<file path="config.mk">
export PLATFORM = sky130hd
export DESIGN_NAME = countdown_timer
export DESIGN_NICKNAME = d
export VERILOG_FILES = /design/src/rtl/countdown_timer_pkg.sv /design/src/rtl/down_digit.sv /design/src/rtl/countdown_timer.sv
export SDC_FILE = /design/constraint.sdc
export NUM_CORES = 1
export LEC_CHECK = 0
export CAP_MARGIN = 20
export CORE_MARGIN = 4
export CORE_UTILIZATION = 35
export DETAILED_ROUTE_END_ITERATION = 12
export SYNTH_ARGS = -nofsm -noshare
export SYNTH_HDL_FRONTEND = slang
export SYNTH_HIERARCHICAL = 1
export SYNTH_SLANG_ARGS = --single-unit
</file>
<file path="constraint.sdc">
create_clock -name clk -period 6.97 [get_ports clk]
set_input_delay 1.394 -clock clk [delete_from_list [all_inputs] [get_ports clk]]
set_output_delay 1.394 -clock clk [all_outputs]
set_load 0.1 [all_outputs]
</file>
<file path="src/rtl/countdown_timer_pkg.sv">
// Shared definitions for the mm:ss countdown timer and its stopwatch sibling.
// Holds the control-state encoding and the BCD digit maxima. Both blocks
// drive the same display digits, so they must agree on these values.
package countdown_timer_pkg;

  localparam int DIGIT_W  = 4;  // width of one BCD digit
  localparam int MAX_TENS = 5;  // m10 / s10 digits count 0..5
  localparam int MAX_ONES = 9;  // m1 / s1 digits count 0..9

  typedef enum logic [1:0] {
    ST_IDLE  = 2'd0,
    ST_RUN   = 2'd1,
    ST_PAUSE = 2'd2,
    ST_ALARM = 2'd3
  } state_e;

endpackage

</file>
<file path="src/rtl/down_digit.sv">
// One BCD down-counting digit of the countdown cascade.
// Ports:
//   clk, reset : clock and asynchronous active-high reset (clears Q to 0)
//   en         : decrement enable (tick for s1, borrow of the lower digit otherwise)
//   ld, d      : synchronous load of d; ld has priority over en
//   Q          : registered digit value
//   bz         : borrow out, high when the digit is enabled while at 0
module down_digit #(
  parameter int Max       = 9,
  parameter int DataWidth = 4
) (
  input  logic                 clk,
  input  logic                 reset,
  input  logic                 en,
  input  logic                 ld,
  input  logic [DataWidth-1:0] d,
  output logic [DataWidth-1:0] Q,
  output logic                 bz
);

  logic [DataWidth-1:0] q_q;
  logic [DataWidth-1:0] q_d;

  always_comb begin
    q_d = q_q;
    if (ld) begin
      q_d = d;
    end else if (en) begin
      q_d = (q_q == '0) ? DataWidth'(Max) : (q_q - DataWidth'(1));
    end
  end

  always_ff @(posedge clk or posedge reset) begin
    if (reset) begin
      q_q <= '0;
    end else begin
      q_q <= q_d;
    end
  end

  assign Q  = q_q;
  assign bz = (q_q == '0) & en;

endmodule

</file>
<file path="src/rtl/countdown_timer.sv">
// Four-digit mm:ss countdown timer.
// Loads a preset time, decrements once per tick while running and raises
// alarm on reaching 00:00. Alarm clears itself after AlarmTicks ticks, or
// earlier on start_stop / load.
// Ports:
//   clk, reset                : clock, asynchronous active-high reset
//   tick                      : one-cycle enable, nominally 1 Hz
//   load                      : capture the (clamped) preset digits
//   start_stop                : start / pause / resume
//   preset_m10..preset_s1     : preset time, BCD
//   m10, m1, s10, s1          : current time, registered
//   running                   : high while counting
//   alarm                     : high while the alarm is sounding
module countdown_timer
  import countdown_timer_pkg::*;
#(
  parameter int DataWidth  = DIGIT_W,
  parameter int MaxTens    = MAX_TENS,
  parameter int MaxOnes    = MAX_ONES,
  parameter int AlarmTicks = 5
) (
  input  logic                 clk,
  input  logic                 reset,
  input  logic                 tick,
  input  logic                 load,
  input  logic                 start_stop,
  input  logic [DataWidth-1:0] preset_m10,
  input  logic [DataWidth-1:0] preset_m1,
  input  logic [DataWidth-1:0] preset_s10,
  input  logic [DataWidth-1:0] preset_s1,
  output logic [DataWidth-1:0] m10,
  output logic [DataWidth-1:0] m1,
  output logic [DataWidth-1:0] s10,
  output logic [DataWidth-1:0] s1,
  output logic                 running,
  output logic                 alarm
);

  localparam int CntW = (AlarmTicks > 1) ? $clog2(AlarmTicks) : 1;

  function automatic logic [DataWidth-1:0] clamp_digit(
    input logic [DataWidth-1:0] v,
    input int                   mx
  );
    return (v > DataWidth'(mx)) ? DataWidth'(mx) : v;
  endfunction

  state_e            state_q, state_d;
  logic [CntW-1:0]   alarm_cnt_q, alarm_cnt_d;
  logic              running_q, running_d;
  logic              alarm_q, alarm_d;

  logic              dec;
  logic              load_digits;
  logic              underflow;
  logic              dig_ld;
  logic              is_zero;
  logic              at_one;
  logic              bz_s1, bz_s10, bz_m1, bz_m10;
  logic [DataWidth-1:0] d_m10, d_m1, d_s10, d_s1;

  // Decrement only once the state register already says RUN, so the tick
  // arriving with the starting start_stop does not count.
  assign dec         = tick & (state_q == ST_RUN);
  assign load_digits = load & (state_q != ST_RUN);

  // A borrow out of m10 would mean decrementing 00:00; pin the digits at
  // zero instead so the display can never wrap to 59:59.
  assign underflow = bz_m10;
  assign dig_ld    = load_digits | underflow;

  assign d_m10 = underflow ? '0 : clamp_digit(preset_m10, MaxTens);
  assign d_m1  = underflow ? '0 : clamp_digit(preset_m1,  MaxOnes);
  assign d_s10 = underflow ? '0 : clamp_digit(preset_s10, MaxTens);
  assign d_s1  = underflow ? '0 : clamp_digit(preset_s1,  MaxOnes);

  assign is_zero = (m10 == '0) & (m1 == '0) & (s10 == '0) & (s1 == '0);
  assign at_one  = (m10 == '0) & (m1 == '0) & (s10 == '0) & (s1 == DataWidth'(1));

  down_digit #(.Max(MaxOnes), .DataWidth(DataWidth)) u_s1 (
    .clk(clk), .reset(reset), .en(dec), .ld(dig_ld), .d(d_s1), .Q(s1), .bz(bz_s1)
  );
  down_digit #(.Max(MaxTens), .DataWidth(DataWidth)) u_s10 (
    .clk(clk), .reset(reset), .en(bz_s1), .ld(dig_ld), .d(d_s10), .Q(s10), .bz(bz_s10)
  );
  down_digit #(.Max(MaxOnes), .DataWidth(DataWidth)) u_m1 (
    .clk(clk), .reset(reset), .en(bz_s10), .ld(dig_ld), .d(d_m1), .Q(m1), .bz(bz_m1)
  );
  down_digit #(.Max(MaxTens), .DataWidth(DataWidth)) u_m10 (
    .clk(clk), .reset(reset), .en(bz_m1), .ld(dig_ld), .d(d_m10), .Q(m10), .bz(bz_m10)
  );

  always_comb begin
    state_d     = state_q;
    alarm_cnt_d = alarm_cnt_q;
    case (state_q)
      ST_IDLE: begin
        // load wins over start_stop; starting from 00:00 is ignored
        if (!load && start_stop && !is_zero) begin
          state_d = ST_RUN;
        end
      end
      ST_RUN: begin
        // reaching 00:00 beats a simultaneous pause request
        if (dec && at_one) begin
          state_d     = ST_ALARM;
          alarm_cnt_d = '0;
        end else if (start_stop) begin
          state_d = ST_PAUSE;
        end
      end
      ST_PAUSE: begin
        if (load) begin
          state_d = ST_IDLE;
        end else if (start_stop) begin
          state_d = ST_RUN;
        end
      end
      ST_ALARM: begin
        if (load || start_stop) begin
          state_d     = ST_IDLE;
          alarm_cnt_d = '0;
        end else if (tick) begin
          if (alarm_cnt_q == CntW'(AlarmTicks - 1)) begin
            state_d     = ST_IDLE;
            alarm_cnt_d = '0;
          end else begin
            alarm_cnt_d = alarm_cnt_q + CntW'(1);
          end
        end
      end
      default: begin
        state_d     = ST_IDLE;
        alarm_cnt_d = '0;
      end
    endcase
    running_d = (state_d == ST_RUN);
    alarm_d   = (state_d == ST_ALARM);
  end

  always_ff @(posedge clk or posedge reset) begin
    if (reset) begin
      state_q     <= ST_IDLE;
      alarm_cnt_q <= '0;
      running_q   <= 1'b0;
      alarm_q     <= 1'b0;
    end else begin
      state_q     <= state_d;
      alarm_cnt_q <= alarm_cnt_d;
      running_q   <= running_d;
      alarm_q     <= alarm_d;
    end
  end

  assign running = running_q;
  assign alarm   = alarm_q;

endmodule
</file>
### Word level (Yosys, flattened, before mapping)

Index checks and enable logic that the tools add are counted.

* register bits after elaboration: 23
* input bits: 21
* output and inout port bits: 18
* logic and storage cells: 89

* $add $sub $neg: 5
* $lt $le $gt $ge: 4
* equality and inequality tests: 10
* muxes and demuxes: 34
* bitwise logic cells: 11
* reduce and logical (&&, ||, !) cells: 17

Operator list (count)
* two-way mux 4 bit: 20
* zero test 4 bit: 4
* two-way mux 2 bit: 8
* subtractor 4 x 1 -> 4 bit, second input constant: 4
* two-way mux 3 bit: 4
* bitwise AND 1 bit: 10
* nonzero test 2 bit: 5
* > comparator 4 x 3 -> 1 bit, second input constant: 2
* > comparator 4 bit, second input constant: 2
* one-hot mux 2 bit (4 select lines): 1
* == test 2 bit, second input constant: 3
* one-hot mux 3 bit (2 select lines): 1
* == test 2 x 1 -> 1 bit, second input constant: 2
* == test 4 x 1 -> 1 bit, second input constant: 1
* inequality test 2 x 1 -> 1 bit, second input constant: 2
* adder 3 x 1 -> 3 bit, second input constant: 1
* == test 3 bit, second input constant: 1
* logical AND 1 bit: 3
* inequality test 3 bit, second input constant: 1
* AND reduction 3 bit: 1
* zero test 1 bit: 2
* zero test 2 bit: 1
* logical OR 1 bit: 1
* bitwise OR 1 bit: 1

### Logic depth before layout (Yosys ltp)

Gate-level depths: netlist (run 1).

* depth in word-level cells: 9
* depth in mapped cells: 16
* gate-level depth less buffers: 14

### Cells and area by module

The synthesis (run 1) kept the hierarchy.

By module, submodules not included
* countdown_timer: times used 1, cells each 84, area an instance 641.9 sq um, seq. area each 175.2 sq um
* down_digit (u_m1 ...): times used 2, cells each 23, area an instance 226.5 sq um, seq. area each 100.1 sq um
* down_digit (u_m10 ...): times used 2, cells each 22, area an instance 200.2 sq um, seq. area each 100.1 sq um

### Worst setup path after synthesis (run 1)

No wires, ideal clock.

* path type: input to register
* from: input port tick
* to: register u_m1.q_q[1], in the netlist u_m1/Q[1]
* arrival time: 5.291 ns
* data required time: 6.844 ns
* slack: 1.553 ns
* cell stages on the path: 14
* path buffers: 1
* path through: inv_1 > nor2_1 > nor4b_2 > nor2b_1 > or4b_4 > nor2_1 > nor4b_2 > nor2b_1 > or4b_4 > nor2_1 > clkbuf_1 > a21o_1 > inv_1 > a2bb2oi_1

* word-level cells in the longest chain between the ends: 7
* elaborated cells on any way between the ends: 9
* those cells by class: mux: 2; bitwise: 6; reduce/logical: 1

RTL lines
* start: declaration: line countdown_timer.sv:24 `input logic tick,`
* bitwise AND 1 bit (*): line countdown_timer.sv:64 `assign dec = tick & (state_q == ST_RUN);`
* named net dec: line countdown_timer.sv:53 `logic dec;`
* bitwise AND 1 bit (*): line down_digit.sv:42 `assign bz = (q_q == '0) & en;`
* named net bz_s1: line countdown_timer.sv:59 `logic bz_s1, bz_s10, bz_m1, bz_m10;`
* bitwise AND 1 bit (*): line down_digit.sv:42
* named net bz_s10: line countdown_timer.sv:59
* bitwise AND 1 bit (*): line down_digit.sv:42
* named net bz_m1: line countdown_timer.sv:59
* bitwise AND 1 bit (*): line down_digit.sv:42
* named net bz_m10: line countdown_timer.sv:59
* bitwise OR 1 bit (*): line countdown_timer.sv:70 `assign dig_ld = load_digits | underflow;`
* named net dig_ld: line countdown_timer.sv:56 `logic dig_ld;`
* two-way mux 4 bit or nonzero test 2 bit (tied branches)
* end signal: assignment: line down_digit.sv:37 `q_q <= q_d;`
* end: declaration: line down_digit.sv:21 `logic [DataWidth-1:0] q_q;`

The timed path passes the listed nets; every way through them passes the cells marked *.
A chain may end at the register's enable or synchronous reset.

### Final worst setup path (run 1)

* from: input port tick
* to: register u_m1.q_q[2], in the netlist u_m1/Q[2]

Same word-level chain as after synthesis.

==> key figures, run 1 <==
Outcome
  – Outcome: finished, final reports clean

Yosys
  – Adder-cell share of the synthesized area: 1.67%
  – Ranking of synthesized cells by area: dfrtp_1, nor2_1, inv_1
  – FF+latch count, synth: 23
  – Ys async rst share: 100%
  – Main combinational cell family by area after synthesis: simple AND/OR/NAND/NOR gates
  – Largest area contributor in the netlist: dfrtp_1
  – Commonest cells post-synth: dfrtp_1, nor2_1, inv_1
  – Yosys cell types: 40
  – Area share of the largest cell type after synthesis: 38.5%
  – Synth Instances: 174
  – Synthesis Warnings: 6
  – Number of synthesized flops with an enable pin: 0
  – Ys flop type: dfrtp_1
  – Netlist Area Pre-Place: 1500 µm²
  – Post-synthesis sequential area ratio: 38.5%
  – Simple-gate share of the synthesized area: 30.5%
  – Compound-cell area share of the yosys netlist: 21.1%
  – Avg Cell Area, Syn: 8.59 µm²
  – Mux cell area share after synthesis: 0%
  – Xor and xnor fraction of the mapped netlist area: 3.51%
  – Top-count cell post-synth: dfrtp_1

Timing
  – # setup viols final: 0
  – Maximum clock frequency: 171 MHz
  – RSZ-0062 raised after global routing: no
  – Fin. max-slew vios: 0
  – Setup TNS: 0 ns
  – Clock Skew: 0.0144 ns
  – Tmin final: 5.84 ns
  – Hold Fails Final Rpt: 0
  – Slew @ Worst Pin: 0.972 ns
  – Slew headroom: 35.0%
  – Final worst path period share: 83.7%

Global routing
  – GRT overflow: 0
  – Met1 usage: 19.9%
  – Met2 Use GR: 25.4%
  – Vias in the first global route: 1413
  – Initial antenna violation count: 0
  – Gr busiest metal: met2
  – All-Layer GR Usage: 15.4%
  – First-pass GRT wire length: 6470 µm
  – Met3 Use GR: 2.46%
  – Largest net degree at the start of global routing: 25

Setup path
  – Worst Setup End Kind: flop
  – Setup CP Type: in -> reg
  – Worst-path maximum fanout: 24
  – Element type at the critical path start: input pin
  – Crit path required time: 7.11 ns
  – Arr. time, crit path: 5.98 ns

Power
  – LEAKAGE: 0.780 nW
  – Max IR drop VDD: 0.000194 V
  – Pwr dens: 357 nW/µm²

Floorplanning
  – Core area: 4060 µm²
  – Row cnt: 23
  – Die outline height: 73.4 µm
  – DIE WIDTH: 73.4 µm
  – Die area: 5380 µm²
  – I/O pin count: 39
  – Initial core utilization: 36.8%

Detailed routing
  – Post-Route WL: 3820 µm
  – Vias per inst: 5.38
  – Initial DRC Count: 69
  – Vias: 1425
  – Residual DRC: 0
  – Drt wl/cell: 14.4 µm
  – Final ANT Viol Nets: 0
  – First drt pass iteration count: 4

Clock tree
  – Clk slew on worst S/H paths: 0.07 ns
  – Hold_buf cts: 0
  – H-Tree Depth: 1
  – Worst-Skew Late Latency: 0.28 ns
  – Total CTS buffers: 3
  – Post-CTS sizing: 0
  – CTS Buffer Depth: 2
  – Clk sinks: 23
  – # Post-CTS Setup Buffers: 0
  – CTS tree: done
  – Root Buffer: clkbuf_8

Final layout
  – Final nets: 239
  – Post-Layout Cell Count: 265
  – Syn-to-layout area delta: 32.6%
  – Share of layout cells above drive strength 1: 6.98%
  – N_diodes: 0

Worst hold path
  – Worst Hold Class: reg -> reg

Placed design
  – HPWL Detailed: 3010 µm
  – Placed Cells incl. Taps: 261
  – Gpl congestion: 0.941
  – # port buffers: 38

Run
  – Max_cap viols: 0
-- layer usage --
metal	up-vias	routed length (µm)
met5	-	0
met4	0	86
met3	9	152
met2	37	1810
met1	676	1770
li1	703	-
-- per-stage QoR --
stage	util (%)	hold slack [ns]	setup slack (ns)	power [mW]	area [µm²]
after floorplan	-	0.478	1.55	0.519	1500
after global placement	47.7	0.497	1.08	0.621	1940
after detailed placement	47.7	0.519	0.907	0.627	1940
after CTS	48.8	0.530	1.19	0.713	1980
after global routing	48.8	0.563	0.787	0.745	1980
final	48.8	0.532	1.13	0.708	1980
-- state kept, by name, summed over array words and instances (netlist names) --
register,count
state_q,2
u_s10/Q,4
u_s1/Q,4
u_m10/Q,4
u_m1/Q,4
running,1
alarm_cnt_q,3
alarm,1
-- logic make-up after synthesis --
family | Yosys count
adder cells (fa/ha/maj) | 2
AND/OR/NAND/NOR | 75
buffers and inverters | 17
AO/OA/AOI/OAI | 50
other | 1
XOR/XNOR | 6
flip-flops | 23
-- worst max-delay path, cell delays in order --
cell and delay (ns):
clkdlybuf4s50_1 0.58, inv_1 0.10, nor2_1 0.29, nor4b_2 0.32
nor2b_1 0.27, or4b_4 0.51, nor2_1 0.29, nor4b_2 0.33
nor2b_1 0.31, or4b_4 0.52, nor2_1 0.15, a21o_1 0.55
inv_1 0.18, nor2_1 0.14, a31oi_1 0.05
-- cell usage in the layout (no fill, tap or decap), drive strengths merged, types with 2 or more instances in the layout --
master / instances
xnor2: 6
o21bai: 2
ha: 2
nor3: 5
nand2b: 9
a21oi: 9
o21ai: 19
a2bb2oi: 5
or3: 4
nor4: 3
inv: 14
clkdlybuf4s50: 38
nor2: 20
a31oi: 6
conb: 2
nand2: 13
nor2b: 5
dfrtp: 23
or4b: 4
nor4b: 4
clkbuf: 3
nor3b: 4
nand4: 2
a211oi: 2
-- path summary, 6_finish.rpt --
check,startpoint,to,slack [ns],depth (start not counted)
max in group asynchronous,reset,alarm_cnt_q[2]$_DFFE_PP0P_,5.26,2
min in group asynchronous,reset,u_s10/Q[2]$_DFFE_PP0P_,1.45,2
worst min-delay path,alarm_cnt_q[0]$_DFFE_PP0P_,alarm_cnt_q[0]$_DFFE_PP0P_,0.53,1
worst max-delay path,tick,u_m1/Q[2]$_DFFE_PP0P_,1.13,15
worst min register to register,alarm_cnt_q[0]$_DFFE_PP0P_,alarm_cnt_q[0]$_DFFE_PP0P_,0.53,1
worst max register to register,state_q[1]$_DFF_PP0_,u_m1/Q[2]$_DFFE_PP0P_,2.19,14
-- area by class of cell --
cell class	instances	area (µm²)
clock buffers	3	41.3
flip-flops and latches	23	576
multi-input cells	135	857
fillers	402	2080
inverters	14	52.6
repair buffers	39	388
clock inverters	1	5.00
well taps	50	62.6
-- power by group --
part / switching, mW / leakage [nW] / internal, mW
Sequential: 0.0597 / 0.276 / 0.169
Combinational: 0.286 / 0.479 / 0.110
Clock: 0.0447 / 0.0255 / 0.0400
Note: power is estimated with default switching activity, not from simulation.
==> run 2: changes to the inputs <==
- clock period: 6.97 -> 5.3 ns (I/O delays scaled with it)
==> run 2 against run 1 <==
  * Non-clock buffer count grew 4
  * Combinational power rose by 33%
  * Sequential cell count did not move
  * Final area up 1.5%
  * First-iteration DRC count increased by 94%
  * Sequential power increased by 32%
  * Clock skew fell by 0.013 ns
  * Die area did not move
  * Wire length decreased by 0.92%
  * Critical endpoint is now u_m10/Q[2]$_DFFE_PP0P_
  * Highest routed layer unchanged
==> key figures, run 2 (synthesis gave the netlist of run 1 again) <==
Outcome
  – Outcome: finished, final reports clean

Setup path
  – Setup CP Type: in -> reg
  – Worst path slowest cell: clkdlybuf4s50_1
  – Worst Setup End Kind: flop
  – Arr. time, crit path: 4.80 ns (-1.18 ns)
  – Worst-path maximum fanout: 12 (-50%)
  – Element type at the critical path start: input pin
  – Slowest stage delay, CP: 0.57 ns (about the same)
  – R2R depth: 15 (+1)
  – Critical path, cell by cell: clkdlybuf4s50_1 -> inv_1 -> nor2_1 -> nor4b_2 -> nor2b_1 -> or4b_4 -> nor2_1 -> nor4b_2 -> nor2b_1 -> or4b_4 -> nor2_1 -> a21o_1 -> buf_4 -> inv_1 -> nor2_1 -> a31oi_1
  – RR Endpoint: u_m10/Q[2]$_DFFE_PP0P_
  – Crit path required time: 5.45 ns (-1.66 ns)
  – Worst reg2reg setup slack: 1.37 ns (-0.82 ns)
  – Most frequent CP cell: nor2_1
  – Reg-to-reg critical path startpoint: state_q[1]$_DFF_PP0_

Detailed routing
  – First drt pass iteration count: 4 (unchanged)
  – Vias per inst: 5.41 (+0.52%)
  – Met2 WL post-DR: 1850 µm (+2.0%)
  – Met3 WL: 155 µm (+2.0%)
  – Residual DRC: 0 (unchanged)
  – Top routing layer used: met4
  – Final ANT Viol Nets: 0 (unchanged)
  – Post-Route M1 WL: 1710 µm (-3.0%)
  – Post-Route WL: 3780 µm (-0.92%)
  – Vias: 1454 (+2.0%)
  – Drt wl/cell: 14.1 µm (-2.4%)
  – Initial DRC Count: 134 (+94%)

Timing
  – Final worst path period share: 87.8%
  – Clock Skew: 0.00163 ns (-0.0128 ns)
  – Slew @ Worst Pin: 0.976 ns (+0.00346 ns)
  – Maximum clock frequency: 215 MHz
  – RSZ-0062 raised after global routing: no
  – Setup TNS: 0 ns (unchanged)
  – Slew headroom: 34.8% (-0.23 points)
  – # setup viols final: 0 (unchanged)
  – Hold Fails Final Rpt: 0 (unchanged)
  – Tmin final: 4.65 ns
  – Fin. max-slew vios: 0 (unchanged)

Final layout
  – Multi-input gate area: 857 µm² (unchanged)
  – Share of layout cells above drive strength 1: 8.22% (+1.2 points)
  – Filler cell count: 377 (-6.2%)
  – Reg area: 576 µm² (unchanged)
  – Syn-to-layout area delta: 34.5%
  – Commonest non-fill, non-tap cell in the layout: clkdlybuf4s50_1
  – Final nets: 243 (+1.7%)
  – Commonest non-fill, non-tap cells in the layout: clkdlybuf4s50_1, dfrtp_1, nor2_1, inv_1, nand2_1
  – Post-Layout Cell Count: 269 (+1.5%)
  – Final core occ: 49.6% (+0.71 points)
  – N_diodes: 0 (unchanged)

Power
  – LEAKAGE: 0.798 nW (+2.3%)
  – Sw power: 0.510 mW (+31%)
  – Max IR drop VDD: 0.000245 V (+26%)
  – Pwr dens: 464 nW/µm² (+30%)
  – Logic pwr share: 56.1% (+0.3 points)
  – Reg power frac: 32.1% (about the same)
  – Sw Share: 54.6% (-0.46 points)
  – Internal power: 0.424 mW (+33%)
  – Clock Power Share: 11.8% (-0.2 points)

Clock tree
  – Clk slew on worst S/H paths: 0.08 ns (about the same)
  – Root Buffer: clkbuf_8
  – Post-CTS sizing: 0 (unchanged)
  – # Post-CTS Setup Buffers: 0 (unchanged)
  – Hold_buf cts: 0 (unchanged)
  – CTS Buffer Depth: 2 (unchanged)
  – CTS tree: done
  – H-Tree Depth: 1 (unchanged)
  – Worst-Skew Late Latency: 0.26 ns (-0.02 ns)
  – Total CTS buffers: 3 (unchanged)
  – Clk sinks: 23 (unchanged)

Global routing
  – Vias in the first global route: 1414 (+0.071%)
  – Initial antenna violation count: 0 (unchanged)
  – Largest net degree at the start of global routing: 15 (-40%)
  – First-pass GRT wire length: 6360 µm (-1.6%)
  – GRT overflow: 0 (unchanged)
  – All-Layer GR Usage: 15.1% (-0.37 points)

Floorplanning
  – Die outline height: 73.4 µm (unchanged)
  – DIE WIDTH: 73.4 µm (unchanged)
  – I/O pin count: 39 (unchanged)
  – Initial core utilization: 36.8% (unchanged)
  – Row cnt: 23 (unchanged)
  – Core area: 4060 µm² (unchanged)
  – Die area: 5380 µm² (unchanged)

Placed design
  – HPWL Detailed: 2970 µm (-1.1%)
  – Placed Cells incl. Taps: 265 (+1.5%)
  – Gpl congestion: 0.912 (-3.0%)
  – # port buffers: 38 (unchanged)

Worst hold path
  – Worst Min Path Start: alarm_cnt_q[0]$_DFFE_PP0P_
  – Hold depth: 1 (unchanged)
  – Worst Hold Class: reg -> reg
  – Hold EP: alarm_cnt_q[0]$_DFFE_PP0P_

Run
  – Max_cap viols: 0 (unchanged)
==> run 2: cell types whose count changed in the layout (fill, tap and decap cells not counted) <==
cell,previous run,this run
buf_4,1,5
clkbuf_1,0,1
clkinv_2,1,0
==> run 2: critical path, delay by kind of cell <==
kind                   cells  cell delay, ns
AO/OA/AOI/OAI              2            0.17
buffers and inverters      4            0.91
AND/OR/NAND/NOR           10            2.63
==> run 2: through the flow <==
stage	power (mW)	cell area [µm²]	hold WS (ns)	setup WS (ns)
after floorplan	0.682	1500	0.478	0.217
after global placement	0.824	1970	0.498	0.479
after detailed placement	0.827	1970	0.508	0.384
after CTS	0.938	2010	0.517	0.660
after global routing	0.978	2010	0.535	0.423
final	0.934	2010	0.515	0.649
==> run 2: how the worst max path moves through the flow <==
stage / from / to / slack (ns) / cells past startpoint
final: tick / u_m10/Q[2]$_DFFE_PP0P_ / 0.65 / 16
after global routing: tick / u_s1/Q[2]$_DFFE_PP0P_ / 0.42 / 16
after CTS: tick / u_m10/Q[1]$_DFFE_PP0P_ / 0.66 / 15
after detailed placement: tick / u_m10/Q[1]$_DFFE_PP0P_ / 0.38 / 15
after global placement: tick / u_m10/Q[2]$_DFFE_PP0P_ / 0.48 / 16
after floorplan: tick / u_m1/Q[1]$_DFFE_PP0P_ / 0.22 / 14
==> run 2: layer usage <==
layer | vias up | global-route usage (%)
li1 | 714 | -
met1 | 687 | 18.8
met2 | 49 | 25.3
met3 | 4 | 2.19
met4 | 0 | 7.24
met5 | - | 0
==> run 2: power groups by stage <==
stage                     logic, mW  clock network, mW  registers, mW
after global placement        0.523                  0          0.301
after global routing          0.549              0.119          0.310
after floorplan               0.130                  0          0.552
after CTS                     0.526              0.112          0.301
after detailed placement      0.523                  0          0.304
final                         0.524              0.110          0.300
==> run 2: final cells by class <==
type	count	share of cell area [%]
tap	50	3.11
timing repair buffer	43	20.8
inverter	14	2.61
multi-input combinational	135	42.6
clock buffer	4	2.24
sequential	23	28.6
==> run 3: changes to the inputs <==
- ABC_CLOCK_PERIOD_IN_PS: default -> 5300
==> results of run 3 <==
No change in the layout: final DEF, timing and power equal those of run 2.
==> RTL edit 1 (flow settings as in run 3) <==
Change the package constant `MAX_ONES` from 9 to 4.
--- a/src/rtl/countdown_timer_pkg.sv
+++ b/src/rtl/countdown_timer_pkg.sv
@@ -5,7 +5,7 @@
 
   localparam int DIGIT_W  = 4;  // width of one BCD digit
   localparam int MAX_TENS = 5;  // m10 / s10 digits count 0..5
-  localparam int MAX_ONES = 9;  // m1 / s1 digits count 0..9
+  localparam int MAX_ONES = 4;  // m1 / s1 digits count 0..9
 
   typedef enum logic [1:0] {
     ST_IDLE  = 2'd0,
Function: changed (a bounded check fails within 4 cycles, from zero or initial values and one cycle with reset high).
==> RTL edit 1 against run 3 <==
Sequential cell count unchanged. Worst setup slack worse by 0.084 ns. Highest routed layer unchanged. Sequential share of layout area up 0.20 points. Global-route usage down 1.1 points. Die area down 0.67%. Clock skew up 0.0021 ns. Design area down 0.68%. Synthesized area down 0.75%. Worst hold slack better by 0.082 ns. Routed wire length down 5.9%.
Power is not shown: default switching activity piles up to over one toggle a cycle in this logic, so the estimate is an artifact.
==> RTL edit 1: results (changes against run 3) <==
run_status:
  outcome: "finished clean"  # unchanged
critical_path:
  worstPathArrival_ns: 4.88  # was 4.80 ns
  cpMaxStageDelayCell: "clkdlybuf4s50_1"  # unchanged
  path_max_fanout: 13  # was 12
  crit_path_max_incr_delay_ns: 0.62  # was 0.57 ns
  critPathTopFamily: "simple AND/OR/NAND/NOR gates"  # unchanged
  end_kind: "register"  # unchanged
cts:
  clk_latency_ns: 0.25
  cts.clk_slew.worst_paths_ns: 0.08  # about the same
  post_cts_buffers: 0  # unchanged
  numCtsBuffers: 3  # unchanged
  clockBufferDepth: 2  # unchanged
  h-tree-depth: 1  # unchanged
  cts_resized: 0  # unchanged
  cts-root-buf: "clkbuf_8"  # unchanged
global_route:
  use_met1: 0.191  # was 0.188
  antenna_found_initial: 0  # unchanged
  grt_pass1_wl_um: 6000  # was 6360 µm
  grt_max_degree: 14  # was 15
  met3_usage: 0.0248  # was 0.0219
  grt_pass1_vias: 1335  # was 1414
  grtUsageMet2: 0.228  # was 0.253
  track_usage: 0.139  # was 0.151
synthesis:
  synth_cell_types: 44  # was 40
  ys_warn_count: 6  # unchanged
  synth_fa_ha_area_frac: 0.0169  # was 0.0167
  ys_top_cells_by_count: "dfrtp_1, nor2_1, nand2_1, a21oi_1, inv_1"  # was dfrtp_1, nor2_1, inv_1, nand2_1, o21ai_0
  synth-compound-area-share: 0.179  # was 0.211
  ys.flop_type: "dfrtp_1"  # unchanged
  synth.area.top_cells: "dfrtp_1, nor2_1, nand2_1"  # was dfrtp_1, nor2_1, inv_1
  synth_xor_area_frac: 0.0236  # was 0.0351
  muxShareOfSynthArea: 0.0152  # was 0
  ys_seq_area_frac: 0.388  # was 0.385
  ys_async_sr_fraction: 1.00  # unchanged
detailed_routing:
  wl_per_cell_um: 13.4  # was 14.1 µm
  drt_pass1_iterations: 4  # unchanged
  dr_total_vias: 1365  # was 1454
  drt-initial-drc-count: 44  # was 134
timing:
  max-slew-margin-rel: 0.346  # was 0.348
  setup-tns-final_ns: 0  # unchanged
  skew_ns: 0.00374  # was 0.00163 ns
layout:
  layout.nets: 239  # was 243
  layout-drive-gt1-share: 0.0930  # was 0.0822
  antennaDiodeCount: 0  # unchanged
placed_design:
  dpl.hpwl_um: 2820  # was 2970 µm
  globalplace.congestion: 0.847  # was 0.912
  portBuffers: 38  # unchanged
worst_hold_path:
  hold_class: "register to register"  # unchanged
-- RTL edit 1: final cells by class --
class	count	area, µm²
Timing Repair Buffer	41	403
Multi-Input combinational cell	137	873
Fill cell	370	2060
Sequential cell	23	576
Tap cell	50	62.6
Clock buffer	4	45.0
Inverter	10	37.5
-- RTL edit 1: worst paths after layout --
path                                      from             end  slack [ns]  cells after the start
worst max-delay path                      tick       u_s1/Q[0]        0.56                     13
worst min-delay path            alarm_cnt_q[1]  alarm_cnt_q[1]        0.60                      2
worst max register to register      state_q[0]       u_s1/Q[0]        1.33                     13
worst min register to register  alarm_cnt_q[1]  alarm_cnt_q[1]        0.60                      2
max in group asynchronous                reset         running        3.84                      2
min in group asynchronous                reset       u_m1/Q[1]        1.18                      2
-- RTL edit 1: kinds of logic after synthesis --
kind of cell,after synthesis
compound gates,43
xor+xnor,4
other cells,1
mux,2
fa+ha+maj,2
flops,23
simple gates,82
buf+inv,12
-- RTL edit 1: worst reg2reg max path: cells and delay by family (launching register included) --
kind                   cells  cell delay [ns]
and+or+nand+nor           10             2.68
DFF                        1             0.44
muxes                      1             0.35
buffers and inverters      1             0.22
AOI/OAI and AO/OA          1             0.16
-- RTL edit 1: per-layer routing --
| layer | share of wire | vias to the layer above |
|---|---|---|
| li1 | - | 693 |
| met1 | 0.46 | 630 |
| met2 | 0.49 | 37 |
| met3 | 0.040 | 5 |
| met4 | 0.013 | 0 |
| met5 | 0 | - |
-- RTL edit 1: stage by stage --
stage | hold slack, ns | area, µm² | std cells | setup slack [ns] | utilization
3_5_place_dp | 0.583 | 1950 | 261 | 0.318 | 0.481
6_report | 0.597 | 2000 | 265 | 0.564 | 0.492
3_3_place_gp | 0.552 | 1950 | 261 | 0.391 | 0.481
2_1_floorplan | 0.511 | 1500 | 172 | 0.433 | -
5_1_grt | 0.623 | 2000 | 265 | 0.281 | 0.492
4_1_cts | 0.599 | 2000 | 265 | 0.559 | 0.492
==> RTL edit 2 (settings of run 3) <==
Made on the original files. The 4 states of `state_e` get a one-hot encoding in 4 bits.
--- a/src/rtl/countdown_timer_pkg.sv
+++ b/src/rtl/countdown_timer_pkg.sv
@@ -7,11 +7,11 @@
   localparam int MAX_TENS = 5;  // m10 / s10 digits count 0..5
   localparam int MAX_ONES = 9;  // m1 / s1 digits count 0..9
 
-  typedef enum logic [1:0] {
-    ST_IDLE  = 2'd0,
-    ST_RUN   = 2'd1,
-    ST_PAUSE = 2'd2,
-    ST_ALARM = 2'd3
+  typedef enum logic [3:0] {
+    ST_IDLE  = 4'b0001,
+    ST_RUN   = 4'b0010,
+    ST_PAUSE = 4'b0100,
+    ST_ALARM = 4'b1000
   } state_e;
 
 endpackage
Behaviour: no difference found for any inputs over 10 cycles, from zero or initial values and one cycle with reset high; not proved beyond that.
==> RTL edit 2 against run 3 <==
Sequential cell count grew 2. Routed wire length grew 0.87%. Design area is 5.3% higher. Synthesized area up 7.9%. Synthesized cell count rose by 1.7%. Worst setup slack worse by 0.25 ns.
Power is not compared: it rests on default switching activity, and its combinational part moved more than twofold at a synthesized area within 25%.
==> RTL edit 2: results (changes against run 3) <==
run_status:
  outcome: "finished clean"  # unchanged
placed_design:
  globalplace.congestion: 0.800  # was 0.912
  preCtsSetupSlack_ns: 0.120  # was 0.384 ns
  portBuffers: 38  # unchanged
  dpl.cell_count: 269  # was 265
  dpl.hpwl_um: 2970  # about the same
global_route:
  antenna_found_initial: 0  # unchanged
  grt-ovfl-total: 0  # unchanged
  grt_max_degree: 25  # was 15
  grt_pass1_wl_um: 6550  # was 6360 µm
  track_usage: 0.133  # was 0.151
  grt_pass1_vias: 1418  # was 1414
pwr:
  swShare: 0.422
  power.leakage_nw: 0.834
  ir_worst_vdd_uv: 117
layout:
  layout.nets: 245  # was 243
  layout-drive-gt1-share: 0.104  # was 0.0822
  nFillCells: 430  # was 377
  antennaDiodeCount: 0  # unchanged
cts:
  cts-root-buf: "clkbuf_8"  # unchanged
  post_cts_buffers: 0  # unchanged
  clk_latency_ns: 0.27
  cts_resized: 0  # unchanged
  numCtsBuffers: 3  # unchanged
  clockBufferDepth: 2  # unchanged
  cts.clk_slew.worst_paths_ns: 0.10  # was 0.08 ns
  h-tree-depth: 1  # unchanged
critical_path:
  r2r_slack_ns: 0.87  # was 1.37 ns
  critPathTopFamily: "simple AND/OR/NAND/NOR gates"  # unchanged
  cpMaxStageDelayCell: "clkdlybuf4s50_1"  # unchanged
  path_max_fanout: 24  # was 12
  worstPathArrival_ns: 5.05  # was 4.80 ns
  crit_path_max_incr_delay_ns: 0.55  # was 0.57 ns
detailed_routing:
  wl_met2_um: 1820  # was 1850 µm
  wl_met3_um: 233  # was 155 µm
  drt-initial-drc-count: 42  # was 134
  wl_per_cell_um: 14.0  # was 14.1 µm
  top_layer: "met4"  # unchanged
  drt_pass1_iterations: 4  # unchanged
  wl_met1_um: 1730  # was 1710 µm
  dr_total_vias: 1442  # was 1454
  viasPerCell: 5.28  # was 5.41
synthesis:
  ys_seq_area_frac: 0.388  # was 0.385
  avgSynthCellArea_um2: 9.12  # was 8.59 µm²
  ys_warn_count: 6  # unchanged
  synth_cell_types: 47  # was 40
  synth.area.top_cells: "dfrtp_1, inv_1, nor2_1"  # was dfrtp_1, nor2_1, inv_1
  ys_async_sr_fraction: 1.00  # unchanged
  ys_top_cells_by_count: "dfrtp_1, inv_1, nor2_1, nand2_1, o21ai_1"  # was dfrtp_1, nor2_1, inv_1, nand2_1, o21ai_0
worst_hold_path:
  hold_class: "register to register"  # unchanged
timing:
  skew_ns: 0.00863  # was 0.00163 ns
  finalCritPeriodShare: 0.925  # was 0.878
  tightest_slew_ns: 0.974  # was 0.976 ns
  hold_viol: 0  # unchanged
## RTL edit 2: layout make-up
class | count | area, µm² | area share
Multi-Input combinational cell | 134 | 912 | 0.431
Tap cell | 52 | 65.1 | 0.0307
Clock buffer | 3 | 41.3 | 0.0195
Inverter | 17 | 63.8 | 0.0301
Timing Repair Buffer | 41 | 403 | 0.190
Clock inverter | 1 | 5.00 | 0.00236
Sequential cell | 25 | 627 | 0.296
## RTL edit 2: power groups by stage
stage	combinational, mW	clock (mW)	sequential, mW
floorplan	0.0496	0	0.333
global placement	0.207	0	0.239
detailed placement	0.207	0	0.239
CTS	0.208	0.120	0.236
global route	0.217	0.127	0.239
finish	0.206	0.117	0.235
## RTL edit 2: final timing paths
path	startpoint	endpoint	cells after the start
min in group asynchronous	reset	u_m1/Q[2]	2
max in group asynchronous	reset	state_q[0]	2
worst min register to register	alarm_cnt_q[1]	alarm_cnt_q[1]	2
worst max register to register	state_q[2]	u_m10/Q[2]	15
worst max-delay path	tick	u_m10/Q[2]	15
worst min-delay path	alarm_cnt_q[1]	alarm_cnt_q[1]	2
## RTL edit 2: worst reg2reg max path, cell delays in order, from the launching register on
cell and delay (ns):
dfrtp_1 0.50, nor4b_4 0.34, and2_1 0.19, nor4b_2 0.27, nor2b_1 0.28, or4b_4 0.52, nor2_1 0.29, nor4b_2 0.32
nor2b_1 0.28, or4b_4 0.52, nor2_1 0.18, a21o_1 0.11, buf_4 0.24, inv_1 0.11, nor2_1 0.10, a31oi_1 0.05
## RTL edit 2: cell families (layout without fill, tap and decap cells)
kind of cell,after synthesis,in the layout,share of synthesized area
adders and majority gates,2,2,0.0155
and+or+nand+nor,76,76,0.319
DFF,25,25,0.388
muxes,1,1,0.00620
AOI/OAI and AO/OA,46,46,0.182
xor gates and xnor gates,7,7,0.0380
buffers and inverters,19,62,0.0488
other,1,2,0.00232
## RTL edit 2: layer usage
layer / vias to the layer above / GRT usage
li1: 725 / -
met1: 674 / 0.166
met2: 37 / 0.221
met3: 6 / 0.0427
met4: 0 / 0.0320
met5: - / 0
## RTL edit 2: through the flow
step / hold slack, ns / utilization / instance area, µm² / power, mW
floorplan: 0.520 / - / 1620 / 0.383
global placement: 0.559 / 0.469 / 2070 / 0.447
detailed placement: 0.548 / 0.469 / 2070 / 0.447
CTS: 0.566 / 0.480 / 2120 / 0.563
global route: 0.611 / 0.480 / 2120 / 0.584
finish: 0.569 / 0.480 / 2120 / 0.558
